**config.mk**
```make
export PLATFORM = sky130hd
export DESIGN_NAME = gol_board
export DESIGN_NICKNAME = d
export VERILOG_FILES = /design/src/rtl/gol_board.sv
export SDC_FILE = /design/constraint.sdc
export NUM_CORES = 1
export LEC_CHECK = 0
export ABC_AREA = 1
export CORE_UTILIZATION = 25
export DETAILED_ROUTE_END_ITERATION = 12
export HOLD_SLACK_MARGIN = 0.08
export MAX_ROUTING_LAYER = met4
export PLACE_DENSITY = 0.45
export RECOVER_POWER = 100
export SLEW_MARGIN = 40
export SYNTH_ARGS = -nofsm -noshare
export SYNTH_HDL_FRONTEND = slang
export SYNTH_SLANG_ARGS = --single-unit
export TNS_END_PERCENT = 10
```
**constraint.sdc**
```tcl
create_clock -name ph2 -period 7.04 [get_ports ph2]
set_input_delay 1.408 -clock ph2 [delete_from_list [all_inputs] [get_ports ph2]]
set_output_delay 1.408 -clock ph2 [all_outputs]
set_load 0.1 [all_outputs]
```
**src/rtl/gol_board.sv**
```systemverilog
// Game-of-Life board: double-buffered row store with a row-serial
// next-generation engine that swaps buffers when a generation completes.
module gol_board #(
    parameter int WIDTH   = 8,
    parameter int REGBITS = 3,
    parameter int WRAP    = 1,
    parameter int GENBITS = 16
) (
    input  logic               ph2,
    input  logic               reset_n,
    input  logic               we,
    input  logic [REGBITS-1:0] wa,
    input  logic [WIDTH-1:0]   wd,
    input  logic [REGBITS-1:0] ra,
    output logic [WIDTH-1:0]   rd,
    input  logic               step,
    output logic               busy,
    output logic               done,
    output logic [GENBITS-1:0] gen_count
);
    localparam int ROWS = 2 ** REGBITS;

    typedef enum logic [1:0] {IDLE, CALC, SWAP} state_t;

    state_t             state;
    logic               sel;
    logic [REGBITS-1:0] row;
    logic [WIDTH-1:0]   buf0 [ROWS];
    logic [WIDTH-1:0]   buf1 [ROWS];
    logic [WIDTH-1:0]   act  [ROWS];
    logic [WIDTH-1:0]   up, mid, dn, nxt;
    logic [WIDTH+1:0]   eu, em, ed;

    function automatic logic [WIDTH-1:0] onehot(input int i);
        logic [WIDTH-1:0] v;
        v = '0;
        v[WIDTH-1-(i % WIDTH)] = 1'b1;
        return v;
    endfunction

    // Pad a row with one guard bit on each side: the wrapped cell or a dead 0
    function automatic logic [WIDTH+1:0] widen(input logic [WIDTH-1:0] w);
        return {(WRAP != 0) & w[0], w, (WRAP != 0) & w[WIDTH-1]};
    endfunction

    always_comb begin
        for (int i = 0; i < ROWS; i++) begin
            act[i] = sel ? buf1[i] : buf0[i];
        end
    end

    assign rd = act[ra];

    always_comb begin
        mid = act[row];
        up  = act[row - REGBITS'(1)];
        dn  = act[row + REGBITS'(1)];
        if (WRAP == 0) begin
            if (row == '0) up = '0;
            if (row == REGBITS'(ROWS - 1)) dn = '0;
        end
        eu = widen(up);
        em = widen(mid);
        ed = widen(dn);
    end

    always_comb begin
        logic [3:0] cnt;
        nxt = '0;
        cnt = '0;
        for (int c = 0; c < WIDTH; c++) begin
            cnt = 4'(eu[c]) + 4'(eu[c+1]) + 4'(eu[c+2])
                + 4'(em[c]) + 4'(em[c+2])
                + 4'(ed[c]) + 4'(ed[c+1]) + 4'(ed[c+2]);
            nxt[c] = (cnt == 4'd3) | (mid[c] & (cnt == 4'd2));
        end
    end

    always_ff @(posedge ph2 or negedge reset_n) begin
        if (!reset_n) begin
            for (int i = 0; i < ROWS; i++) begin
                buf0[i] <= onehot(i);
                buf1[i] <= '0;
            end
            sel       <= 1'b0;
            state     <= IDLE;
            row       <= '0;
            busy      <= 1'b0;
            done      <= 1'b0;
            gen_count <= '0;
        end else begin
            done <= 1'b0;
            unique case (state)
                IDLE: begin
                    if (we) begin
                        if (sel) buf1[wa] <= wd;
                        else     buf0[wa] <= wd;
                    end
                    if (step) begin
                        state <= CALC;
                        row   <= '0;
                        busy  <= 1'b1;
                    end
                end
                CALC: begin
                    if (sel) buf0[row] <= nxt;
                    else     buf1[row] <= nxt;
                    row <= row + REGBITS'(1);
                    if (row == REGBITS'(ROWS - 1)) state <= SWAP;
                end
                SWAP: begin
                    sel       <= ~sel;
                    gen_count <= gen_count + GENBITS'(1);
                    done      <= 1'b1;
                    busy      <= 1'b0;
                    state     <= IDLE;
                end
                default: state <= IDLE;
            endcase
        end
    end

endmodule
```
==> summary.md <==
| Metric | Value |
|---|---|
| Total GRT Usage | 22.3% |
| FP Rows | 76 |
| Core Region | 0.0435 sq mm |
| RSZ-0062 raised after global routing | false |
| Root buf cell | clkbuf_16 |
| Reg2Reg Capture Point | buf0[34]$_DFFE_PN0P_ |
| WL met2 | 20.8 mm |
| Max layer used | met4 |
| Post-Syn Instances | 1682 |
| Top FF cell, synth | dfrtp_1 |
| CP Launch Type | register |
| Syn_nets | 1760 |
| Total Routed Length | 47.4 mm |
| Yosys top cell area share | 32.5% |
| Minimum clock period | 6.25 ns |
| Largest net degree at the start of global routing | 67 |
| CTS Buf Count | 17 |
| Worst-path clk slew | 0.07 ns |
| CTS hold repair buffers | 0 |
| # setup viols final | 0 |
| # DRC | 0 |
| Yosys warns | 0 |
| Cell depth of the worst flop-to-flop path | 19 |
| CP Max Fanout | 66 |
| PortBufs | 43 |
| Clock H-tree levels | 4 |
| Total global routing overflow | 0 |
| Final net count | 1799 |
| First-pass GRT wire length | 69.3 mm |
| Vias/cell | 4.81 |
| Slew Viols, Final | 174 |
| Post-route clock period utilization | 88.8% |
| Initial antenna violation count | 0 |
| Status | finished with violations |
| RePlAce Congestion | 0.933 |
| Worst R2R Start | sel$_DFFE_PN0P_ |
| Pre-CTS setup slack | 1.29 ns |
| Antenna-violating nets left | 0 |
| Post-synth design cell area | 0.0111 sq mm |
| CP required | 7.45 ns |
| Top cell type by total area after synthesis | dfrtp_1 |
| Synth Register Bits | 152 |
| Synth top area cells | dfrtp_1, nand2_1, fa_1 |
| CP arrival | 6.67 ns |
| Setup TNS | 0 ns |
| Height of the die | 213 um |
| Fillcell total | 4863 |
| Final HPWL DP | 33.6 mm |
| M1 wire length | 21.4 mm |
| Flop-to-flop setup slack | 0.79 ns |
| Sequential fraction of the synthesis area | 34.4% |
| Max Freq | 0.160 GHz |
| Vias in the first global route | 10300 |
| CTS tree | built |
| WL/cell | 20.5 um |
| Crit. End Element | register |
| CTS sink cnt | 152 |
| Hold WC Path Type | register to register |
| Failing checks | capacitance limit, slew limit |
| Hold Vio Cnt, Final | 0 |
| Setup Skew | 0.00797 ns |
| Synthesized area per cell | 6.60 sq um |
| Length of the first detailed-routing pass in iterations | 6 |
| Async SR Flop Fraction | 100% |
| Met3 wire len | 3.83 mm |
| Max-Cap Viols | 4 |
| Die Wd | 213 um |
| Setup ws final | 0.786 ns |
| Top Ports | 44 |
| Starting Density | 25.5% |
| First DRT Iteration DRCs | 1178 |
| Vias after detailed routing | 11200 |
| Synth cell types | 37 |
| Hold path endpoint | buf0[27]$_DFFE_PN1P_ |
| Area grow syn2layout | 14.1% |
| Worst slew margin | -142% |
| Worst Hold Launch | buf0[27]$_DFFE_PN1P_ |
| Hold Crit Depth | 2 |
| WS Path Type | register to register |
| Worst-Skew Late Latency | 0.47 ns |
| Slew @ Worst Pin | 3.63 ns |
| Total Die Area | 0.0452 sq mm |
| Cts repair resizes | 0 |
| CTS Buffer Depth | 2 |
| Post-CTS Setup Bufs | 0 |
| Share of layout cells above drive strength 1 | 7.21% |
| Number of synthesized flops with an enable pin | 0 |
| Diode count | 0 |
cells by family (layout without fill, tap and decap cells):
| group | count (synthesis) | count (layout) | synth area share (%) |
|---|---|---|---|
| AO/OA/AOI/OAI | 144 | 144 | 7.54 |
| buffers and inverters | 156 | 208 | 5.55 |
| XOR/XNOR | 14 | 14 | 1.10 |
| adder cells (fa/ha/maj) | 60 | 60 | 8.93 |
| AND/OR/NAND/NOR | 1156 | 1156 | 42.5 |
| flip-flops | 152 | 152 | 34.4 |
layer usage:
| layer | vias up | track usage (%) |
|---|---|---|
| li1 | 5341 | - |
| met1 | 5313 | 30.2 |
| met2 | 446 | 32.1 |
| met3 | 61 | 5.22 |
| met4 | 0 | 8.51 |
| met5 | - | - |
through the flow:
stage	instances	hold slack, ns	cell area (sq um)	utilization, %
after floorplan	1682	0.448	11100	-
after global placement	2287	0.458	12200	28.1
after detailed placement	2287	0.457	12200	28.0
after CTS	2319	0.468	12700	29.3
after global routing	2319	0.485	12700	29.1
final	2319	0.467	12700	29.1
sequential cells by signal, indices dropped and copies added, names as in the netlist:
| signal | count |
|---|---|
| busy | 1 |
| done | 1 |
| buf1 | 64 |
| state | 2 |
| sel | 1 |
| buf0 | 64 |
| gen_count | 16 |
| row | 3 |
synth_stat cells, types with 2 or more instances:
cell type / count
nand2_1: 943
dfrtp_1: 144
nand3_1: 89
inv_1: 87
o21ai_0: 78
nor2_1: 71
fa_1: 32
ha_1: 28
clkbuf_1: 25
o211ai_1: 24
inv_2: 21
a21oi_1: 19
a31oi_1: 13
buf_2: 12
nor2_2: 12
nor2_4: 12
dfstp_2: 8
nand3b_1: 7
xnor2_1: 7
xor2_1: 7
a21oi_2: 6
nor3_1: 5
nor3_2: 5
buf_1: 4
clkinv_1: 4
nand4_1: 3
buf_4: 2
nor3_4: 2
nor4_4: 2
o22ai_1: 2
or2_2: 2
area by class of cell:
class	count	area (sq um)	share of cell area (%)
clock buffer	19	453	3.58
clock inverter	13	145	1.15
inverter	112	423	3.34
multi-input combinational	1374	6690	52.8
sequential	152	3810	30.1
tap	585	732	5.78
timing repair buffer	64	407	3.21
cells in the final DEF, fill, tap and decap left out, drive strengths merged, types with 8 or more instances in the layout:
master and count:
a21oi 25, o21ai 79, dfrtp 144, buf 13, dfstp 8, fa 32, nand2 945, o211ai 24
nor2 95, nand3 89, clkbuf 54, ha 28, a31oi 13, inv 111, clkdlybuf4s50 15, nor3 12
worst max path at each step:
stage	startpoint	end	slack, ns	cells after the start
2_1_floorplan	row[0]$_DFFE_PN0P_	buf0[14]$_DFFE_PN0P_	1.58	23
3_3_place_gp	sel$_DFFE_PN0P_	buf0[28]$_DFFE_PN0P_	1.33	20
3_5_place_dp	sel$_DFFE_PN0P_	buf0[28]$_DFFE_PN0P_	1.29	19
4_1_cts	sel$_DFFE_PN0P_	buf0[28]$_DFFE_PN0P_	1.27	19
5_1_grt	sel$_DFFE_PN0P_	buf1[36]$_DFFE_PN0P_	0.52	19
6_report	sel$_DFFE_PN0P_	buf0[34]$_DFFE_PN0P_	0.79	19
critical path, stage by stage (launching register included):
cell and delay (ns):
dfrtp_2 0.39, buf_6 0.46, nand2_1 0.10, nand2_1 0.22
inv_1 0.08, o21ai_0 0.38, o21ai_0 0.13, o21ai_0 0.57
fa_1 0.54, fa_1 0.53, fa_1 0.42, ha_1 0.23
fa_1 0.48, o21ai_0 0.07, a21oi_1 0.12, clkbuf_1 0.85
nand3_1 0.18, nand2_1 0.16, nand2_1 0.07, nand2_1 0.06
Power is left out: the tool's default activity adds up to more than one toggle a clock period on the data nets, which glitch-free logic cannot reach.
